### config.mk
export PLATFORM = sky130hd
export DESIGN_NAME = tree_result_collector_flat
export DESIGN_NICKNAME = d
export VERILOG_FILES = /design/src/rtl/tree_result_collector_if.sv /design/src/rtl/tree_result_collector.sv /design/src/flat_wrapper.sv
export SDC_FILE = /design/constraint.sdc
export NUM_CORES = 1
export LEC_CHECK = 0
export ABC_CLOCK_PERIOD_IN_PS = 3000
export CAP_MARGIN = 20
export CORE_MARGIN = 3
export CORE_UTILIZATION = 54
export CTS_CLUSTER_DIAMETER = 120
export CTS_CLUSTER_SIZE = 14
export DETAILED_ROUTE_END_ITERATION = 8
export GPL_TIMING_DRIVEN = 1
export PLACE_DENSITY = 0.8
export SLEW_MARGIN = 20
export SYNTH_ARGS = -nofsm -noshare
export SYNTH_HDL_FRONTEND = slang
export SYNTH_SLANG_ARGS = --single-unit
### constraint.sdc
create_clock -name clk -period 3 [get_ports clk]
set_input_delay 0.75 -clock clk [delete_from_list [all_inputs] [get_ports clk]]
set_output_delay 0.75 -clock clk [all_outputs]
set_load 0.02 [all_outputs]
### src/rtl/tree_result_collector_if.sv
// tree_result_collector_if: issue/tree/output handshake bundle shared by the collector and its environment
interface tree_result_collector_if #(
    parameter int DATA_WIDTH = 16
);
    logic                  issue_valid;
    logic                  issue_last;
    logic                  issue_ready;
    logic [DATA_WIDTH-1:0] tree_result;
    logic                  out_valid;
    logic                  out_ready;
    logic [DATA_WIDTH-1:0] out_data;
    logic                  out_last;
    logic [15:0]           rows_done;
    logic                  ovf_err;
    logic                  row_len_err;
    modport slave (
        input  issue_valid, issue_last, tree_result, out_ready,
        output issue_ready, out_valid, out_data, out_last, rows_done, ovf_err, row_len_err
    );
    modport master (
        output issue_valid, issue_last, tree_result, out_ready,
        input  issue_ready, out_valid, out_data, out_last, rows_done, ovf_err, row_len_err
    );
endinterface

### src/rtl/tree_result_collector.sv
// tree_result_collector: adder-tree consumer with valid/last delay line, result FIFO and credit backpressure; optional row-length checker under ROW_CHECK_EN
module tree_result_collector #(
    parameter int DATA_WIDTH   = 16,
    parameter int TREE_LATENCY = 8,
    parameter int FIFO_DEPTH   = 16,
    parameter int ROW_LEN      = 128
) (
    input logic clk,
    input logic rst,
    tree_result_collector_if.slave bus
);
    localparam int AW = $clog2(FIFO_DEPTH);
    localparam int CW = AW + 1;
    logic [TREE_LATENCY-1:0] r_vld;
    logic [TREE_LATENCY-1:0] r_lst;
    logic [DATA_WIDTH:0]     r_mem [FIFO_DEPTH];
    logic [AW-1:0]           r_wr_ptr;
    logic [AW-1:0]           r_rd_ptr;
    logic [CW-1:0]           r_cnt;
    logic [CW-1:0]           r_infl;
    logic [DATA_WIDTH:0]     r_hold;
    logic [15:0]             r_rows;
    logic                    r_ovf;
    logic                    w_accept;
    logic                    w_push;
    logic                    w_push_last;
    logic                    w_full;
    logic                    w_pop;
    logic                    w_wr;
    logic [CW:0]             w_credit;
    logic [DATA_WIDTH:0]     w_head;

    // credit counts stored entries plus sums still travelling through the tree
    assign w_credit        = {1'b0, r_cnt} + {1'b0, r_infl};
    assign bus.issue_ready = w_credit < (CW+1)'(FIFO_DEPTH);
    assign w_accept        = bus.issue_valid & bus.issue_ready;
    assign w_push          = r_vld[TREE_LATENCY-1];
    assign w_push_last     = r_lst[TREE_LATENCY-1];
    assign w_full          = r_cnt == CW'(FIFO_DEPTH);
    assign bus.out_valid   = r_cnt != '0;
    assign w_pop           = bus.out_valid & bus.out_ready;
    assign w_wr            = w_push & (~w_full | w_pop);
    assign w_head          = bus.out_valid ? r_mem[r_rd_ptr] : r_hold;
    assign bus.out_data    = w_head[DATA_WIDTH-1:0];
    assign bus.out_last    = w_head[DATA_WIDTH];
    assign bus.rows_done   = r_rows;
    assign bus.ovf_err     = r_ovf;

    // valid/last delay line mirroring the adder tree latency
    always_ff @(posedge clk or posedge rst) begin
        if (rst) begin
            r_vld <= '0;
            r_lst <= '0;
        end else begin
            r_vld[0] <= w_accept;
            r_lst[0] <= bus.issue_last & w_accept;
            for (int i = 1; i < TREE_LATENCY; i++) begin
                r_vld[i] <= r_vld[i-1];
                r_lst[i] <= r_lst[i-1];
            end
        end
    end

    // result storage; contents need no reset since occupancy is tracked by r_cnt
    always_ff @(posedge clk) begin
        if (w_wr)
            r_mem[r_wr_ptr] <= {w_push_last, bus.tree_result};
    end

    // pointers, occupancy, in-flight credit, row counter and overflow flag
    always_ff @(posedge clk or posedge rst) begin
        if (rst) begin
            r_wr_ptr <= '0;
            r_rd_ptr <= '0;
            r_cnt    <= '0;
            r_infl   <= '0;
            r_hold   <= '0;
            r_rows   <= '0;
            r_ovf    <= 1'b0;
        end else begin
            if (w_wr)
                r_wr_ptr <= r_wr_ptr + AW'(1);
            if (w_pop) begin
                r_rd_ptr <= r_rd_ptr + AW'(1);
                r_hold   <= w_head;
                if (w_head[DATA_WIDTH])
                    r_rows <= r_rows + 16'd1;
            end
            r_cnt  <= r_cnt + CW'(w_wr) - CW'(w_pop);
            r_infl <= r_infl + CW'(w_accept) - CW'(w_push);
            if (w_push & w_full & ~w_pop)
                r_ovf <= 1'b1;
        end
    end

`ifdef ROW_CHECK_EN
    logic [15:0] r_elem;
    logic        r_rle;
    logic [15:0] w_elem_inc;

    assign w_elem_inc      = r_elem + 16'd1;
    assign bus.row_len_err = r_rle;

    // row length checker: a last tag must land exactly on element ROW_LEN
    always_ff @(posedge clk or posedge rst) begin
        if (rst) begin
            r_elem <= '0;
            r_rle  <= 1'b0;
        end else if (w_push) begin
            if (w_push_last) begin
                r_elem <= '0;
                if (w_elem_inc != 16'(ROW_LEN))
                    r_rle <= 1'b1;
            end else if (w_elem_inc >= 16'(ROW_LEN)) begin
                r_elem <= 16'(ROW_LEN);
                r_rle  <= 1'b1;
            end else begin
                r_elem <= w_elem_inc;
            end
        end
    end
`else
    assign bus.row_len_err = 1'b0 & |ROW_LEN;
`endif
endmodule

### src/flat_wrapper.sv
// flat-port wrapper written by rule: the top's interface ports become plain ports
module tree_result_collector_flat 
#(
    parameter int DATA_WIDTH   = 16,
    parameter int TREE_LATENCY = 8,
    parameter int FIFO_DEPTH   = 16,
    parameter int ROW_LEN      = 128
)
  (clk, rst, bus_issue_valid, bus_issue_last, bus_tree_result, bus_out_ready, bus_issue_ready, bus_out_valid, bus_out_data, bus_out_last, bus_rows_done, bus_ovf_err, bus_row_len_err);
  tree_result_collector_if #(.DATA_WIDTH(DATA_WIDTH)) bus_i ();
  input logic clk;
  input logic rst;
  input wire logic [$bits(bus_i.issue_valid)-1:0] bus_issue_valid;
  input wire logic [$bits(bus_i.issue_last)-1:0] bus_issue_last;
  input wire logic [$bits(bus_i.tree_result)-1:0] bus_tree_result;
  input wire logic [$bits(bus_i.out_ready)-1:0] bus_out_ready;
  output wire logic [$bits(bus_i.issue_ready)-1:0] bus_issue_ready;
  output wire logic [$bits(bus_i.out_valid)-1:0] bus_out_valid;
  output wire logic [$bits(bus_i.out_data)-1:0] bus_out_data;
  output wire logic [$bits(bus_i.out_last)-1:0] bus_out_last;
  output wire logic [$bits(bus_i.rows_done)-1:0] bus_rows_done;
  output wire logic [$bits(bus_i.ovf_err)-1:0] bus_ovf_err;
  output wire logic [$bits(bus_i.row_len_err)-1:0] bus_row_len_err;
  assign bus_i.issue_valid = bus_issue_valid;
  assign bus_i.issue_last = bus_issue_last;
  assign bus_i.tree_result = bus_tree_result;
  assign bus_i.out_ready = bus_out_ready;
  assign bus_issue_ready = bus_i.issue_ready;
  assign bus_out_valid = bus_i.out_valid;
  assign bus_out_data = bus_i.out_data;
  assign bus_out_last = bus_i.out_last;
  assign bus_rows_done = bus_i.rows_done;
  assign bus_ovf_err = bus_i.ovf_err;
  assign bus_row_len_err = bus_i.row_len_err;
  tree_result_collector #(.DATA_WIDTH(DATA_WIDTH), .TREE_LATENCY(TREE_LATENCY), .FIFO_DEPTH(FIFO_DEPTH), .ROW_LEN(ROW_LEN)) u_core (.clk(clk), .rst(rst), .bus(bus_i));
endmodule
=== Yosys cells after proc, flatten, opt, wreduce, memory -nomap -nowiden ===
Memories as Yosys holds them, arrays and structs flattened.
Cells that the tools add are included.
W data, S select, Z words.

* Add/sub/neg operators: 8
* Shifts and indexed selects: 0
* Bitwise logic cells: 9
* Div/mod/pow operators: 0
* Reduce and logical (&&, ||, !) cells: 2
* Muxes and demuxes: 3
* Multiply operators: 0
* Equal/unequal tests: 1
* $lt $le $gt $ge: 1

{| class="wikitable"
|+ Operators with widths
! cell !! count
|-
| $mux W17 || 1
|-
| $add A16 B1 Y16 const B || 1
|-
| $add A5 B1 Y5 || 2
|-
| $sub A5 B1 Y5 || 2
|-
| $add A4 B1 Y4 const B || 2
|-
| $add A5 B5 Y6 || 1
|-
| $and A1 B1 Y1 || 6
|-
| $lt A6 B5 Y1 const B || 1
|-
| $eq A5 B5 Y1 const B || 1
|-
| $reduce_bool A5 Y1 || 1
|-
| $mux W1 || 2
|-
| $not A1 Y1 || 2
|-
| $reduce_and A2 Y1 || 1
|-
| $or A1 B1 Y1 || 1
|}

* Output and inout bits: 37
* Memories kept: 1
* Input bits: 21
* Memory bits (writable): 272
* Bits in latches: 0
* Logic and storage cells: 34
* Bits in read-only memories: 0
* Register bits: 68

{| class="wikitable"
|+ Memories
! name !! depth !! bits a word !! read ports !! clocked after Yosys merged registers in !! write ports !! RTL line !! source
|-
| u_core.r_mem || 16 || 17 || 1 || 0 || 1 || tree_result_collector.sv:16 || <nowiki>logic [DATA_WIDTH:0] r_mem [FIFO_DEPTH];</nowiki>
|}

=== Longest topological paths before layout ===
Gate-level depths: netlist of the first run.

* Depth in word-level cells: 6
* Mapped depth: 17
* Gate-level depth less buffers: 16

=== Worst setup path before layout of the first run ===
Ideal clock, no wire load.

* Path type: register to register
* From: reg u_core.r_cnt[1]
* To: reg u_core.r_infl[4]
* Period minus slack after synthesis: 3.706 ns
* Path slack: -0.706 ns
* Library setup time: 0.125 ns
* Arrival: 3.581 ns
* Cell stages (with the launch flop): 13
* Required time: 2.875 ns
* Buffers on the path: 0
* Path through: dfrtp_1 -> ha_1 -> a31o_2 -> a21o_1 -> a2111oi_0 -> and2_1 -> ha_1 -> inv_1 -> fa_1 -> inv_1 -> a21o_1 -> a21oi_1 -> xnor2_1

* Word-level cells in the longest chain between the ends: 5

{| class="wikitable"
|+ Ends and longest elaborated chain
! what !! RTL line !! source
|-
| start, declared || tree_result_collector.sv:19 || <nowiki>logic [CW-1:0] r_cnt;</nowiki>
|-
| start signal, assigned || tree_result_collector.sv:89 || <nowiki>r_cnt <= r_cnt + CW'(w_wr) - CW'(w_pop);</nowiki>
|-
| $add A5 B5 Y6 || tree_result_collector.sv:34 || <nowiki>assign w_credit = {1'b0, r_cnt} + {1'b0, r_infl};</nowiki>
|-
| $lt A6 B5 Y1 || tree_result_collector.sv:35 || <nowiki>assign bus.issue_ready = w_credit < (CW+1)'(FIFO_DEPTH);</nowiki>
|-
| net bus_issue_ready || flat_wrapper.sv:17 || <nowiki>output wire logic [$bits(bus_i.issue_ready)-1:0] bus_issue_ready;</nowiki>
|-
| $and A1 B1 Y1 || tree_result_collector.sv:36 || <nowiki>assign w_accept = bus.issue_valid & bus.issue_ready;</nowiki>
|-
| net u_core.w_accept || tree_result_collector.sv:24 || <nowiki>logic w_accept;</nowiki>
|-
| $add A5 B1 Y5 || tree_result_collector.sv:90 || <nowiki>r_infl <= r_infl + CW'(w_accept) - CW'(w_push);</nowiki>
|-
| $sub A5 B1 Y5 || tree_result_collector.sv:90 ||
|-
| end signal, assigned || tree_result_collector.sv:90 ||
|-
| end, declared || tree_result_collector.sv:20 || <nowiki>logic [CW-1:0] r_infl;</nowiki>
|}

The timed path passes the listed nets, and every way through them passes these cells.
A chain may end at the register's enable or synchronous reset.

=== Final worst setup path of the first run ===
* From: reg u_core.r_rd_ptr[0]
* To: out bus_out_data[2]

* Word-level cells in the longest chain between the ends: 2

{| class="wikitable"
|+ Ends and longest elaborated chain
! what !! RTL line !! source
|-
| start, declared || tree_result_collector.sv:18 || <nowiki>logic [AW-1:0] r_rd_ptr;</nowiki>
|-
| start signal, assigned || tree_result_collector.sv:84 || <nowiki>r_rd_ptr <= r_rd_ptr + AW'(1);</nowiki>
|-
| $mem_v2 Z16 W17 || - ||
|-
| $mux W17 || tree_result_collector.sv:43 || <nowiki>assign w_head = bus.out_valid ? r_mem[r_rd_ptr] : r_hold;</nowiki>
|-
| end, declared || flat_wrapper.sv:19 || <nowiki>output wire logic [$bits(bus_i.out_data)-1:0] bus_out_data;</nowiki>
|}

No other way between the ends.

==> results of run 1 <==
## power by group through the flow
stage               clock (uW)  sequential, uW  combinational (uW)
floorplan                    0            5950                3570
finish                    3350            5970                7210
CTS                       3380            5950                6520
global placement             0            6010                5410
global route              3580            6000                7660
detailed placement           0            6060                5620
## Yosys cell counts, types with 13 or more instances
cell / instances / area share [%]
xnor2_1: 13 / 0.84
edfxtp_1: 272 / 60
o21ai_0: 33 / 1.2
clkbuf_1: 16 / 0.44
xor2_1: 16 / 1.0
inv_1: 27 / 0.75
nand2_1: 47 / 1.3
dfrtp_1: 68 / 13
ha_1: 21 / 1.9
a22o_1: 16 / 1.0
mux4_2: 64 / 11
nor2_1: 20 / 0.55
## stage by stage
step | total power [uW] | hold slack, ns | cell area [um2] | util [%] | setup slack [ns]
after floorplan | 9520 | 0.331 | 13600 | - | 0.000406
after global placement | 11400 | 0.332 | 15200 | 61.8 | -0.251
after detailed placement | 11700 | 0.336 | 15200 | 61.8 | -0.282
after CTS | 15800 | 0.350 | 16400 | 66.9 | -0.422
after global routing | 17200 | 0.353 | 16700 | 68.1 | -0.534
final | 16500 | 0.349 | 16700 | 68.1 | -0.510
## sequential cells by signal, summed over array words and instances, names as in the netlist, 5 cells and up
register              cells
u_core.bus.rows_done     16
u_core.r_hold            17
u_core.r_lst              8
u_core.r_infl             5
u_core.r_mem            272
u_core.r_cnt              5
u_core.r_vld              8
## repair_timing
item                                    in CTS  in global routing
cloned                                       4                  1
resized for setup                          145                 43
pin swaps                                   22                 18
endpoints found under the setup margin      21                 23
hold buffers                                 0                  0
setup buffers                               24                 13
## final timing paths
kind | startpoint | to
setup / recovery | u_core.r_rd_ptr[0] | bus_out_data[2]
hold / removal | u_core.r_vld[2] | u_core.r_vld[3]
setup reg to reg | u_core.r_infl[1] | u_core.r_infl[4]
hold reg to reg | u_core.r_vld[2] | u_core.r_vld[3]
max in group asynchronous | rst | u_core.r_lst[3]
min in group asynchronous | rst | u_core.bus.rows_done[7]
## area by class of cell
cell class | instances | share of cell area, %
Inverter | 27 | 0.606
Timing Repair Buffer | 154 | 10.4
Sequential cell | 340 | 59.1
Tap cell | 324 | 2.43
Clock inverter | 2 | 0.165
Clock buffer | 50 | 4.69
Multi-Input combinational cell | 326 | 22.7
## worst max-delay path, delay by kind of cell (launching register included)
family / cells / cell delay, ns
compound gates: 3 / 0.65
buf+inv: 4 / 0.57
flops: 1 / 0.52
mux: 1 / 0.48
## cell families after synthesis
group	share of synthesized area [%]
multiplexers	11.3
AND/OR/NAND/NOR	3.69
buffers and inverters	2.38
AO/OA/AOI/OAI	5.90
adder cells (fa/ha/maj)	2.23
flip-flops	72.6
XOR/XNOR	1.87
other	0.0276
## routing by layer
| metal | vias up | routed length (um) | GRT usage (%) |
|---|---|---|---|
| li1 | 3172 | - | - |
| met1 | 3957 | 12500 | 32.9 |
| met2 | 386 | 16700 | 41.4 |
| met3 | 63 | 2610 | 3.16 |
| met4 | 0 | 746 | 6.02 |
| met5 | - | 0 | 0 |
==> results.md, run 1 <==
* Outcome: finished with violations
* Failing checks: negative setup slack
* DRC violation count after routing at 0
* Wire length per cell at 26.6 um
* Synth Flop Type: edfxtp_1
* Critical path class: register to output port
* YS warnings at 0
* Worst vdd rail ir drop at 0.000583 V
* Post-DRT Antenna Nets at 0
* Die span in y at about 160 um
* Hold WC Path Type: register to register
* Worst Reg-to-Reg Cells at 14
* Most common cell after layout, fill and taps aside: edfxtp_1
* Total GRT Usage at approximately a quarter
* Distinct cells, synth at 45
* Commonest cells after routing, fill and taps aside: edfxtp_1, dfrtp_1, buf_4
* Root Buffer: clkbuf_16
* Critical Path End Type: output port
* Crit path max-delay cell type: dfrtp_4
* Sw Pwr at between 5000 and 6000 uW
* Placed cell count at 1,134
* Internal Pwr Total at roughly 11,000 uW
* Vias in the first global route at 7,684
* Port bufs at 56
* Min Tclk post-route at approximately 3.5 ns
* NumNets Final at approximately 920
* Fillcell total at roughly 1,500
* Mapped Nets at approximately 780
* EDFF count, synth at 272
* Synthesized cell area at between 10,000 and 15,000 um2
* Unrepaired setup endpoints after global routing: true
* FFs w/ async S/R, synth at between 20% and 30%
* Sw Share at about a third
* R2r setup slk at ~0.08 ns
* WP data arrival at 2.76 ns
* Core area at roughly 25,000 um2
* Max Transition Viols Final at 0
* Max Cap Viol at 0
* Total CTS buffers at 28
* Multi-input logic area at 3790 um2
* Clock group share of total power at roughly a fifth
* Cell Chain, Critical Path: buf_6 > buf_12 > buf_12 > mux4_2 > a22o_4 > a221oi_4 > o21ai_1 > buf_2
* Vias at roughly 7,600
* Flop pwr share at approximately 36%
* Drt initial violations at approximately 1,000
* Initial antenna violation count at 0
* FF+latch count, synth at 340
* H-tree depth at 1
* Comb pwr share at around 44%
* Die width at roughly 160 um
* # diodes at 0
* Clk_lat worst skew at between 0.5 and 0.6 ns
* FF+latch area at between 9000 and 10,000 um2
* Fin crit share at 117%
* Maximum root-to-sink buffer count at 3
* Syn_area_per_cell at approximately 19 um2
* Slew @ Worst Pin at between 0.6 and 0.7 ns
* Clk slew on worst S/H paths at approximately 0.070 ns
* RePlAce Congestion at 0.814
* CTS tree: built
* Worst Skew at 0.0263 ns
* Final Hold Fails at 0
* Layout cell share with drive strength beyond 1 at between 30% and 40%
* Worst path required time at 2.25 ns
* Setup slack after layout at -0.510 ns
* Die ar. at ~27,000 um2
* Fin cells at about 1,200
* Synthesis-to-finish area growth at 23.0%
* Syn Inst Count at roughly 730
* Via density at approximately 6.2
* CP peak stage delay at about 0.52 ns
* Number of top-level pins at 58
* DR pass1 iterations at 7
* Final setup viols at 17
* Fmax achieved at 285 MHz
* Setup TNS at -6.30 ns
* Crit Path Max Fanout at 7
* HPWL after DPL at between 15 and 20 mm
* Crit path launch type: register
* Initial core utilization at a little under three fifths
* Hold Path Stages at 0
* Detailed Route WL at approximately 33 mm
* PD cells at a little under 1000 nW/um2
* CP dominant cell by count: buf_12
* Worst rel slew slack at 54.3%
* Gr ovfl total at 0
* Largest net degree at the start of global routing at between 40 and 50
* Seq/Total Area, Yosys at between 70% and 80%
* Clock sinks at between 300 and 400
* P_leak at between 0.005 and 0.006 uW
* FP Rows at 57
* First-pass GRT wire length at 48.0 mm
Note: power is estimated with default switching activity, not from simulation.
==> run 2, diff against run 1 <==
--- a/config.mk
+++ b/config.mk
@@ -13,6 +13,7 @@
 export CTS_CLUSTER_SIZE = 14
 export DETAILED_ROUTE_END_ITERATION = 8
 export GPL_TIMING_DRIVEN = 1
+export MAX_ROUTING_LAYER = met4
 export PLACE_DENSITY = 0.8
 export SLEW_MARGIN = 20
 export SYNTH_ARGS = -nofsm -noshare
==> run 2 against run 1 <==
  * The run still ends with negative setup slack left
  * Global-route usage up 0.69 points
  * Die area did not move
  * Total power hardly changed
  * Routed wire length is 0.60% higher
  * Largest cell class unchanged
  * Largest power group unchanged
==> results.md, run 2 (synthesis gave the netlist of run 1 again) <==
* Outcome: finished with violations
* Failing checks: negative setup slack
* Max Cap Viol at 0 (unchanged)
* Detailed Route WL at 32.7 mm (+0.60%)
* Crit path launch type: register
* Critical Path End Type: output port
* Die ar. at 27,100 um2 (unchanged)
* Vias in the first global route at 7,690 (+0.078%)
* CTS tree: built
* Sw Pwr at 5600 uW (+0.26%)
* Final design utilization at 68.1% (unchanged)
* HPWL after DPL at 18.5 mm (unchanged)
* Layout cell share with drive strength beyond 1 at 30.5% (unchanged)
* # diodes at 0 (unchanged)
* Worst path required time at 2.25 ns (about the same)
* DRC violation count after routing at 0 (unchanged)
* Commonest cells after routing, fill and taps aside: edfxtp_1, dfrtp_1, buf_4
* Gr ovfl total at 0 (unchanged)
* Min Hold Slack at 0.349 ns (-0.000218 ns)
* Placed cell count at 1,134 (unchanged)
* Worst Reg-to-Reg Cells at 14 (unchanged)
* Flop pwr share at 36.1% (about the same)
* P_leak at 0.00596 uW (about the same)
* Synthesis-to-finish area growth at 23.0% (unchanged)
* Fillcell total at 1,450 (unchanged)
* Total GRT Usage at 24.7% (+0.69 points)
* Drt initial violations at 945 (-5.1%)
* Hold Buf Count CTS at 0 (unchanged)
* Max Transition Viols Final at 0 (unchanged)
* Wire length per cell at 26.8 um (+0.60%)
* Largest net degree at the start of global routing at 48 (unchanged)
* Fin crit share at 117% (-0.39 points)
* First-pass GRT wire length at 48.0 mm (about the same)
* Post-DRT Antenna Nets at 0 (unchanged)
* Via density at 6.21 (+0.18%)
* Root Buffer: clkbuf_16
* Multi-input logic area at 3790 um2 (unchanged)
* Vias at 7,592 (+0.18%)
* Critical path class: register to output port
* Clock sinks at 340 (unchanged)
* Largest reg by FF count: u_core.r_mem
* Worst Skew at 0.0259 ns (-0.000478 ns)
* Pre-CTS WS at -0.282 ns (unchanged)
* Worst vdd rail ir drop at 0.000587 V (+0.57%)
* Port bufs at 56 (unchanged)
* Unrepaired setup endpoints after global routing: true
* Most common cell after layout, fill and taps aside: edfxtp_1
* WP data arrival at 2.75 ns (about the same)
* Fmax achieved at 286 MHz (+0.33%)
* FF+latch area at 9870 um2 (unchanged)
* Die width at 165 um (unchanged)
* NumNets Final at 921 (unchanged)
* Clk_lat worst skew at 0.55 ns (about the same)
* Hold WC Path Type: register to register
* Max reg flops at 272 (unchanged)
* Initial antenna violation count at 0 (unchanged)
* Internal Pwr Total at 10,900 uW (about the same)
* Die span in y at 165 um (unchanged)
* DR pass1 iterations at 5 (-2)
* Clk slew on worst S/H paths at 0.07 ns (about the same)
* Comb pwr share at 43.7% (about the same)
* Clock group share of total power at 20.3% (about the same)
* Worst rel slew slack at 55.1% (+0.87 points)
* Setup slack after layout at -0.498 ns (+0.0117 ns)
* RePlAce Congestion at 0.826 (+1.5%)
* H-tree depth at 1 (unchanged)
* Number of top-level pins at 58 (unchanged)
* Final setup viols at 18 (+1)
* Min Tclk post-route at 3.50 ns (-0.0117 ns)
* Maximum root-to-sink buffer count at 3 (unchanged)
* FP Rows at 57 (unchanged)
* Setup TNS at -6.37 ns (-0.0698 ns)
* Slew @ Worst Pin at 0.671 ns (-0.0130 ns)
* Core area at 24,500 um2 (unchanged)
* PD cells at 990 nW/um2 (about the same)
* Crit Path Max Fanout at 7 (unchanged)
* Fin cells at 1,223 (unchanged)
* Final Hold Fails at 0 (unchanged)
* Hold Path Stages at 0 (unchanged)
* Initial core utilization at 55.4% (unchanged)
* Total CTS buffers at 28 (unchanged)
* Sw Share at 33.9% (+0.055 points)
run 2: layer usage:
layer / track usage, % / vias up / wire length, um
met5: - / - / 0
met2: 41.6 / 391 / 16600
li1: - / 3166 / -
met1: 32.8 / 3961 / 12900
met3: 2.93 / 74 / 2390
met4: 5.99 / 0 / 851
run 2: repair_timing:
| item | 4_1_cts | 5_1_grt |
|---|---|---|
| setup buffers | 24 | 13 |
| pin swaps | 22 | 17 |
| cloned | 4 | 1 |
| resized for setup | 145 | 43 |
| setup endpoints to repair | 21 | 23 |
run 2: metrics by stage:
stage / total power, uW / instance area (um2)
6_report: 16500 / 16700
3_5_place_dp: 11700 / 15200
3_3_place_gp: 11400 / 15200
5_1_grt: 17200 / 16700
2_1_floorplan: 9520 / 13600
4_1_cts: 15800 / 16400
run 2: area by class of cell:
type | instances | share of cell area (%)
Clock inverter | 2 | 0.165
Clock buffer | 50 | 4.69
Tap cell | 324 | 2.43
Inverter | 27 | 0.606
Sequential cell | 340 | 59.1
Multi-Input combinational cell | 326 | 22.7
Timing Repair Buffer | 154 | 10.4
run 2: worst paths after layout:
check,startpoint,end,slack [ns]
max,u_core.r_rd_ptr[0],bus_out_data[2],-0.50
min,u_core.r_vld[2],u_core.r_vld[3],0.35
max reg2reg,u_core.r_infl[1],u_core.r_infl[4],0.07
min reg2reg,u_core.r_vld[2],u_core.r_vld[3],0.35
max in group asynchronous,rst,u_core.r_lst[2],1.71
min in group asynchronous,rst,u_core.bus.rows_done[7],0.61
run 2: power by group through the flow:
stage | logic [uW] | clock network (uW) | registers [uW]
after floorplan | 3570 | 0 | 5950
after global placement | 5410 | 0 | 6010
after detailed placement | 5620 | 0 | 6060
after CTS | 6520 | 3380 | 5950
after global routing | 7660 | 3580 | 6000
final | 7230 | 3350 | 5970
run 2: worst max-delay path: stages, from the launching register on:
cell,delay (ns)
dfrtp_4,0.52
buf_6,0.15
buf_12,0.12
buf_12,0.13
mux4_2,0.47
a22o_4,0.30
a221oi_4,0.22
o21ai_1,0.11
buf_2,0.17
